File: src/rtl/mc_ctrl_pkg.sv
// ----------------------------------------------------------------------------
// mc_ctrl_pkg
// Shared encodings for the multi-cycle MIPS control path: FSM state codes,
// ALUOp codes, Op/Funct constants and the ALUSrcB / PCSource mux selects.
// Also provides the R-type Funct legality check used by the decoder.
// ----------------------------------------------------------------------------
package mc_ctrl_pkg;

    typedef enum logic [3:0] {
        S_IF     = 4'd0,
        S_ID     = 4'd1,
        S_MEMADR = 4'd2,
        S_MEMRD  = 4'd3,
        S_MEMWB  = 4'd4,
        S_MEMWR  = 4'd5,
        S_EXE    = 4'd6,
        S_ALUWB  = 4'd7,
        S_BRANCH = 4'd8,
        S_JUMP   = 4'd9,
        S_ORIEX  = 4'd10,
        S_ORIWB  = 4'd11
    } state_t;

    // ALUOp codes
    localparam logic [1:0] ALU_ADD = 2'b00;
    localparam logic [1:0] ALU_SUB = 2'b01;
    localparam logic [1:0] ALU_OR  = 2'b10;

    // Opcodes (IR[31:26])
    localparam logic [5:0] OP_RTYPE = 6'b000000;
    localparam logic [5:0] OP_ORI   = 6'b001101;
    localparam logic [5:0] OP_LW    = 6'b100011;
    localparam logic [5:0] OP_SW    = 6'b101011;
    localparam logic [5:0] OP_BEQ   = 6'b000100;
    localparam logic [5:0] OP_J     = 6'b000010;

    // R-type function codes (IR[5:0])
    localparam logic [5:0] FUNCT_ADDU = 6'b100001;
    localparam logic [5:0] FUNCT_SUBU = 6'b100011;
    localparam logic [5:0] FUNCT_OR   = 6'b100101;

    // ALU B operand select
    localparam logic [1:0] SRCB_REGB     = 2'b00;
    localparam logic [1:0] SRCB_FOUR     = 2'b01;
    localparam logic [1:0] SRCB_IMM      = 2'b10;
    localparam logic [1:0] SRCB_IMM_SHL2 = 2'b11;

    // Next-PC select
    localparam logic [1:0] PCSRC_ALU    = 2'b00;
    localparam logic [1:0] PCSRC_ALUOUT = 2'b01;
    localparam logic [1:0] PCSRC_JUMP   = 2'b10;

    function automatic logic is_legal_funct(input logic [5:0] funct);
        return (funct == FUNCT_ADDU) || (funct == FUNCT_SUBU) || (funct == FUNCT_OR);
    endfunction

endpackage

File: src/rtl/mc_ctrl_alu_ctrl.sv
// ----------------------------------------------------------------------------
// alu_ctrl
// Combinational ALUOp generator. Maps the current control state plus the
// instruction's Op/Funct fields onto the 2-bit ALUOp (00 add, 01 sub, 10 or).
// Ports:
//   state  in  4 : current control state
//   Op     in  6 : IR[31:26]
//   Funct  in  6 : IR[5:0]
//   ALUOp  out 2 : ALU operation
// ----------------------------------------------------------------------------
module alu_ctrl
    import mc_ctrl_pkg::*;
(
    input  logic [3:0] state,
    input  logic [5:0] Op,
    input  logic [5:0] Funct,
    output logic [1:0] ALUOp
);

    // NOTE: combinational blocks use blocking assignments and give every
    // output a default first, so no path can leave a value held (no latch).
    always_comb begin
        ALUOp = ALU_ADD;
        case (state)
            S_EXE: begin
                if (Op == OP_RTYPE) begin
                    case (Funct)
                        FUNCT_SUBU: ALUOp = ALU_SUB;
                        FUNCT_OR:   ALUOp = ALU_OR;
                        default:    ALUOp = ALU_ADD;
                    endcase
                end
            end
            S_BRANCH: ALUOp = ALU_SUB;   // A - B drives the Zero compare
            S_ORIEX:  ALUOp = ALU_OR;
            default:  ALUOp = ALU_ADD;   // IF, ID, MEMADR address/PC adds
        endcase
    end

endmodule

File: src/rtl/mc_ctrl.sv
// ----------------------------------------------------------------------------
// mc_ctrl
// Multi-cycle MIPS control unit. Holds the state register, decodes datapath
// selects/enables from the state (plus mem_rdy / Zero where noted), and
// counts retired instructions.
// Ports:
//   clk, rst (sync, active-high)
//   Op, Funct, Zero, mem_rdy           : decode and handshake inputs
//   PCWr IorD MemRd MemWr IRWr RegWr RegDst MemtoReg ALUSrcA ALUSrcB EXTOp
//   ALUOp PCSource                     : datapath controls
//   state                              : current state (debug)
//   instr_done, illegal                : one-cycle retire / decode-error pulses
//   instr_cnt                          : retired instruction count (wraps)
// ----------------------------------------------------------------------------
module mc_ctrl
    import mc_ctrl_pkg::*;
(
    input  logic        clk,
    input  logic        rst,
    input  logic [5:0]  Op,
    input  logic [5:0]  Funct,
    input  logic        Zero,
    input  logic        mem_rdy,
    output logic        PCWr,
    output logic        IorD,
    output logic        MemRd,
    output logic        MemWr,
    output logic        IRWr,
    output logic        RegWr,
    output logic        RegDst,
    output logic        MemtoReg,
    output logic        ALUSrcA,
    output logic [1:0]  ALUSrcB,
    output logic        EXTOp,
    output logic [1:0]  ALUOp,
    output logic [1:0]  PCSource,
    output logic [3:0]  state,
    output logic        instr_done,
    output logic        illegal,
    output logic [31:0] instr_cnt
);

    state_t state_q;
    state_t state_d;

    alu_ctrl u_alu_ctrl (
        .state (state_q),
        .Op    (Op),
        .Funct (Funct),
        .ALUOp (ALUOp)
    );

    assign state = state_q;

    always_comb begin
        state_d    = S_IF;
        PCWr       = 1'b0;
        IorD       = 1'b0;
        MemRd      = 1'b0;
        MemWr      = 1'b0;
        IRWr       = 1'b0;
        RegWr      = 1'b0;
        RegDst     = 1'b0;
        MemtoReg   = 1'b0;
        ALUSrcA    = 1'b0;
        ALUSrcB    = SRCB_REGB;
        EXTOp      = 1'b0;
        PCSource   = PCSRC_ALU;
        instr_done = 1'b0;
        illegal    = 1'b0;

        case (state_q)
            S_IF: begin
                // PC + 4 is computed every cycle; it only commits with the fetch.
                MemRd   = 1'b1;
                ALUSrcB = SRCB_FOUR;
                if (mem_rdy) begin
                    IRWr    = 1'b1;
                    PCWr    = 1'b1;
                    state_d = S_ID;
                end else begin
                    state_d = S_IF;
                end
            end
            S_ID: begin
                // Speculative branch target into ALUOut.
                ALUSrcB = SRCB_IMM_SHL2;
                EXTOp   = 1'b1;
                case (Op)
                    OP_RTYPE: begin
                        if (is_legal_funct(Funct)) state_d = S_EXE;
                        else                       illegal = 1'b1;
                    end
                    OP_ORI:        state_d = S_ORIEX;
                    OP_LW, OP_SW:  state_d = S_MEMADR;
                    OP_BEQ:        state_d = S_BRANCH;
                    OP_J:          state_d = S_JUMP;
                    default:       illegal = 1'b1;
                endcase
            end
            S_MEMADR: begin
                ALUSrcA = 1'b1;
                ALUSrcB = SRCB_IMM;
                EXTOp   = 1'b1;
                state_d = (Op == OP_SW) ? S_MEMWR : S_MEMRD;
            end
            S_MEMRD: begin
                IorD    = 1'b1;
                MemRd   = 1'b1;
                state_d = mem_rdy ? S_MEMWB : S_MEMRD;
            end
            S_MEMWB: begin
                RegWr      = 1'b1;
                MemtoReg   = 1'b1;
                instr_done = 1'b1;
            end
            S_MEMWR: begin
                IorD  = 1'b1;
                MemWr = 1'b1;
                if (mem_rdy) instr_done = 1'b1;
                else         state_d    = S_MEMWR;
            end
            S_EXE: begin
                ALUSrcA = 1'b1;
                state_d = S_ALUWB;
            end
            S_ALUWB: begin
                RegWr      = 1'b1;
                RegDst     = 1'b1;
                instr_done = 1'b1;
            end
            S_BRANCH: begin
                ALUSrcA    = 1'b1;
                PCSource   = PCSRC_ALUOUT;
                PCWr       = Zero;
                instr_done = 1'b1;
            end
            S_JUMP: begin
                PCSource   = PCSRC_JUMP;
                PCWr       = 1'b1;
                instr_done = 1'b1;
            end
            S_ORIEX: begin
                ALUSrcA = 1'b1;
                ALUSrcB = SRCB_IMM;
                state_d = S_ORIWB;
            end
            S_ORIWB: begin
                RegWr      = 1'b1;
                instr_done = 1'b1;
            end
            default: state_d = S_IF;
        endcase

        // Reset suppresses every side effect immediately, so an instruction
        // caught mid-flight (even mid memory wait) commits nothing.
        if (rst) begin
            PCWr       = 1'b0;
            IRWr       = 1'b0;
            RegWr      = 1'b0;
            MemWr      = 1'b0;
            MemRd      = 1'b0;
            instr_done = 1'b0;
            illegal    = 1'b0;
        end
    end

    // NOTE: sequential state uses non-blocking assignments so every register
    // samples pre-edge values regardless of statement or block order.
    always_ff @(posedge clk) begin
        if (rst) begin
            state_q   <= S_IF;
            instr_cnt <= 32'd0;
        end else begin
            state_q <= state_d;
            if (instr_done) instr_cnt <= instr_cnt + 32'd1;
        end
    end

endmodule

File: config.mk
export PLATFORM = sky130hd
export DESIGN_NAME = mc_ctrl
export DESIGN_NICKNAME = d
export VERILOG_FILES = /design/src/rtl/mc_ctrl_pkg.sv /design/src/rtl/mc_ctrl_alu_ctrl.sv /design/src/rtl/mc_ctrl.sv
export SDC_FILE = /design/constraint.sdc
export NUM_CORES = 1
export LEC_CHECK = 0
export ABC_AREA = 1
export CORE_MARGIN = 2
export CORE_UTILIZATION = 52
export DETAILED_ROUTE_END_ITERATION = 12
export PLACE_DENSITY = 0.86
export REMOVE_ABC_BUFFERS = 1
export SLEW_MARGIN = 20
export SYNTH_ARGS = -nofsm -noshare
export SYNTH_HDL_FRONTEND = slang
export SYNTH_SLANG_ARGS = --single-unit
File: constraint.sdc
create_clock -name clk -period 4.3 [get_ports clk]
set_clock_uncertainty 0.15 [all_clocks]
set_input_delay 0.43 -clock clk [delete_from_list [all_inputs] [get_ports clk]]
set_output_delay 0.43 -clock clk [all_outputs]
set_load 0.02 [all_outputs]
=== Yosys cells after proc, flatten, opt, wreduce, memory -nomap -nowiden ===
Index checks and enable logic that the tools add are counted.
Widths: inputs -> output; s select.

* Bits in registers: 36
* Input port bits: 16
* Output and inout port bits: 54
* Word-level logic and storage cells: 69

* Add/subtract/negate cells: 1
* Equal/unequal tests: 19
* Muxes and demuxes: 34
* Reductions and logical operators: 13

{| class="wikitable"
|+ Operators with widths
! kind !! number
|-
| $add 32x1->32 const B || 1
|-
| $eq 6x6->1 const B || 5
|-
| $pmux 4 s7 || 1
|-
| $mux 1 || 20
|-
| $pmux 4 s5 || 1
|-
| $eq 4x3->1 const B || 4
|-
| $eq 4x4->1 const B || 4
|-
| $mux 3 || 4
|-
| $pmux 2 s3 || 2
|-
| $reduce_or 2->1 || 5
|-
| $reduce_or 5->1 || 2
|-
| $eq 4x2->1 const B || 2
|-
| $pmux 2 s2 || 2
|-
| $eq 6x2->1 const B || 1
|-
| $eq 6x3->1 const B || 1
|-
| $eq 6x4->1 const B || 1
|-
| $logic_not 6->1 || 1
|-
| $eq 4x1->1 const B || 1
|-
| $logic_not 4->1 || 1
|-
| $pmux 1 s2 || 2
|-
| $reduce_or 4->1 || 1
|-
| $pmux 1 s3 || 1
|-
| $reduce_or 3->1 || 1
|-
| $logic_or 1x1->1 || 2
|-
| $mux 2 || 1
|}

=== Logic depth before layout (Yosys ltp) ===
* Depth in word-level cells: 7
* Gate-level depth with buffers: 11
* Gate-level depth less buffers: 10

=== By module ===
A second synthesis with hierarchy kept.

* Cells, all modules: 471
* Area total of the unflattened synthesis: 2635.0 um2

{| class="wikitable"
|+ By module, submodules not included
! module !! times used !! cells each !! area each (um2) !! seq. area each (um2)
|-
| mc_ctrl || 1 || 442 || 2513.7 || 720.7
|-
| alu_ctrl || 1 || 29 || 121.4 || 0.0
|}

=== Least setup slack after synthesis ===
Ideal clock, no wire load.

* Path type: register to output
* Start: reg state_q[0] (netlist: state[0])
* End: out illegal
* Arrival time: 1467 ps
* Data required time: 3720 ps
* Slack: 2253 ps
* Cell stages (with the launch flop): 7
* Buffers on the path: 0
* Cell sequence: dfxtp_1 inv_2 nor2_2 inv_1 nor2_1 nand3_1 nor3_1

* Longest elaborated chain between the ends: 3

{| class="wikitable"
|+ Ends and longest elaborated chain
! what !! line !! text
|-
| start, declared || mc_ctrl.sv:43 || <nowiki>state_t state_q;</nowiki>
|-
| start signal, assigned || mc_ctrl.sv:175 || <nowiki>state_q <= state_d;</nowiki>
|-
| $eq 4x1->1 || mc_ctrl.sv:72 || <nowiki>case (state_q)</nowiki>
|-
| $mux 1 || mc_ctrl.sv:72 ||
|-
| $mux 1 || mc_ctrl.sv:157 || <nowiki>if (rst) begin</nowiki>
|-
| end, declared || mc_ctrl.sv:39 || <nowiki>output logic illegal,</nowiki>
|}

Every way passes these cells.

=== Final worst setup path ===
* Start: in rst
* End: out instr_done

* Longest elaborated chain between the ends: 1

{| class="wikitable"
|+ Ends and longest elaborated chain
! what !! line !! text
|-
| start, declared || mc_ctrl.sv:19 || <nowiki>input logic rst,</nowiki>
|-
| $mux 1 || mc_ctrl.sv:157 ||
|-
| end, declared || mc_ctrl.sv:38 || <nowiki>output logic instr_done,</nowiki>
|}

Every way passes these cells.

==> results.md <==
* Die area at 5440 um2
* IO Port Bufs at 69
* CP max FO at 45
* Worst Path Required at 3.72 ns
* Leakage Power at 1.25 nW
* Initial antenna violation count at 0
* CP endpoint kind: output pin
* Root Driver: clkbuf_8
* CP cell instances: clkdlybuf4s50_1 > buf_4 > a21oi_1 > nand2_2 > nand2_4 > clkdlybuf4s50_1
* Unrepaired setup endpoints after global routing: false
* Clock Path Buffers at 2
* Post-layout instance count excluding filler cells at 588
* ANT nets after route at 0
* Final core occ at 70.9%
* Router iterations before antenna repair at 5
* CTS tree: done
* Critical R2R Launch: instr_cnt[0]
* FP Rows at 25
* Via count at 3024
* Fmax at 0.304 GHz
* Status: completed
* Post-Syn Area at 2530 um2
* Max IR drop VDD at 0.104 mV
* Final nets at 538
* Grt ovf at 0
* Main synth FF type: dfxtp_1
* Reg2reg setup slack at 2.36 ns
* Period utilisation layout at 76.4%
* Die Height at 73.8 um
* Core area at 4720 um2
* Final setup fails at 0
* Final Cell Area at 3350 um2
* N_diodes at 0
* Placed cell count at 581
* Post-synth EDFFs at 0
* Avg Cell Area, Syn at 5.59 um2
* Endpoint, Worst Hold: instr_cnt[31]
* Worst hold start: instr_cnt[31]
* Xor and xnor area share after synthesis at 3.11%
* Hold buffer count at cts at 0
* Reg-to-reg critical path endpoint: instr_cnt[26]
* Adder-cell share of the synthesized area at 0.494%
* Synth cell types at 26
* Detailed Route WL at 6950 um
* PD cells at 197 nW/um2
* Die width at 73.8 um
* Mapped Cells at 453
* Total GRT Usage at 26.8%
* Seq. cell area at 721 um2
* Worst hold path class: reg -> reg
* Min-Delay Path Depth at 2
* Post-CTS Setup Bufs at 0
* Final min period at 3.28 ns
* Final HPWL DP at 5190 um
* CP Launch Type: input port
* Async SR Flop Fraction at 0%
* Largest delay share family, worst path: buffers and inverters
* Pin count of the biggest net entering global routing at 46
* Combinational family with the most area after synthesis: simple AND/OR/NAND/NOR gates
* Post-synthesis sequential area ratio at 28.5%
* Crit path largest cell delay at 0.70 ns
* H-tree depth at 2
* Hold Vio Cnt, Final at 0
* Layout cells sized above 1 at 3.84%
* Synth Area in Simple Gates at 48.4%
* Most frequent CP cell: clkdlybuf4s50_1
* #FFs+latches synth at 36
* Max Cap Viol at 0
* CTS sink count at 36
* R2R depth at 9
* Remaining DRCs at 0
* Slowest stage cell, crit path: clkdlybuf4s50_1
* Tot Pwr at 0.661 mW
* Worst-Skew Late Latency at 0.29 ns
* CP Class: in -> out
* WP buf/inv at 3
* Slew @ Worst Pin at 0.473 ns
* Yosys warning count at 0
* CTS buffer count at 5
* First-pass GRT wire length at 11600 um
* Num ports at 70
* Post-CTS sizing at 0
* Max-slew headroom at 68.5%
* Compound-Gate Fraction of Synth Area at 8.15%
* Post-synthesis mux area share at 0%
* Clock slew at reported path FFs at 0.07 ns
* Fillers at 416
* Drt first-iter violations at 241
* Setup_tns at 0 ns
* Area of the multi-input gates at 1520 um2
* WL/cell at 11.8 um
* DP Area at 3250 um2
* Slew Viols, Final at 0
* Vias in the first global route at 2657
* Critical path arrival at 2.70 ns
* Routability cong. at 0.938
* Synth-to-layout area growth at 32.3%
* Initial core utilization at 53.6%
* Vias per inst at 5.14
cells in the mapped netlist (2+ instances only):
master	n	share of area, %
nand2_2	2	0.49
o21ai_0	7	1.4
nor2_1	93	14
clkbuf_1	4	0.59
xnor2_1	5	1.7
nand3_1	34	6.7
nand2_1	142	21
nand4_1	8	2.0
buf_4	3	0.89
inv_1	57	8.4
dfxtp_1	36	28
xor2_1	4	1.4
nor2_2	6	1.5
a21oi_1	27	5.3
o21ai_1	3	0.59
nor3_1	10	2.0
inv_2	2	0.30
buf_6	2	0.89
where the power goes:
group / leakage (nW) / internal, mW / switching, mW
logic: 0.905 / 0.0276 / 0.0324
registers: 0.290 / 0.334 / 0.00132
clock network: 0.0503 / 0.143 / 0.123
stage by stage:
step                hold slack (ns)  worst slack (ns)
detailed placement            0.341              1.05
CTS                           0.355              1.05
global placement              0.334              1.08
floorplan                     0.349              2.25
finish                        0.359              1.02
global route                  0.385             0.890
worst min-delay path: stages, from the launching register on:
cell	delay, ns
dfxtp_1	0.34
nand2_1	0.07
a21oi_1	0.06
layout by cell type, fill, tap and decap left out, drive strengths merged:
master	n
nand2	145
nor2	99
clkdlybuf4s50	69
inv	60
dfxtp	36
nand3	34
a21oi	27
nor3	10
o21ai	10
nand4	8
clkbuf	7
xnor2	5
xor2	4
o211ai	1
a211oi	1
or2	1
a31oi	1
and2	1
ha	1
buf	1
cell families (layout without fill, tap and decap cells):
logic type | after synthesis | after routing
simple gates | 298 | 298
xor+xnor | 9 | 9
buf+inv | 69 | 137
flops | 36 | 36
compound gates | 40 | 40
fa+ha+maj | 1 | 1
flip-flops by register name, indices dropped and copies added (netlist names):
register	cells
instr_cnt	32
state	4
worst max-delay path by stage:
| stage | slack, ns | to | depth (start not counted) | start |
|---|---|---|---|---|
| after detailed placement | 1.05 | instr_done | 6 | rst |
| final | 1.02 | instr_done | 6 | rst |
| after floorplan | 2.25 | illegal | 6 | state[0] |
| after CTS | 1.05 | instr_done | 6 | rst |
| after global placement | 1.08 | instr_done | 5 | rst |
| after global routing | 0.89 | instr_done | 6 | rst |
area by class of cell:
class	count	area share (%)
clock buffers	7	2.88
inverters	60	6.80
multi-input cells	348	45.5
flip-flops and latches	36	21.5
well taps	67	2.50
repair buffers	70	20.8
routing by layer:
metal / part of all wire [%] / track usage (%)
met1: 44 / 34.0
met2: 47 / 43.3
met3: 7.2 / 6.58
met4: 1.9 / 11.3
met5: 0 / 0
No activity file was read; power rests on OpenSTA's default activity.
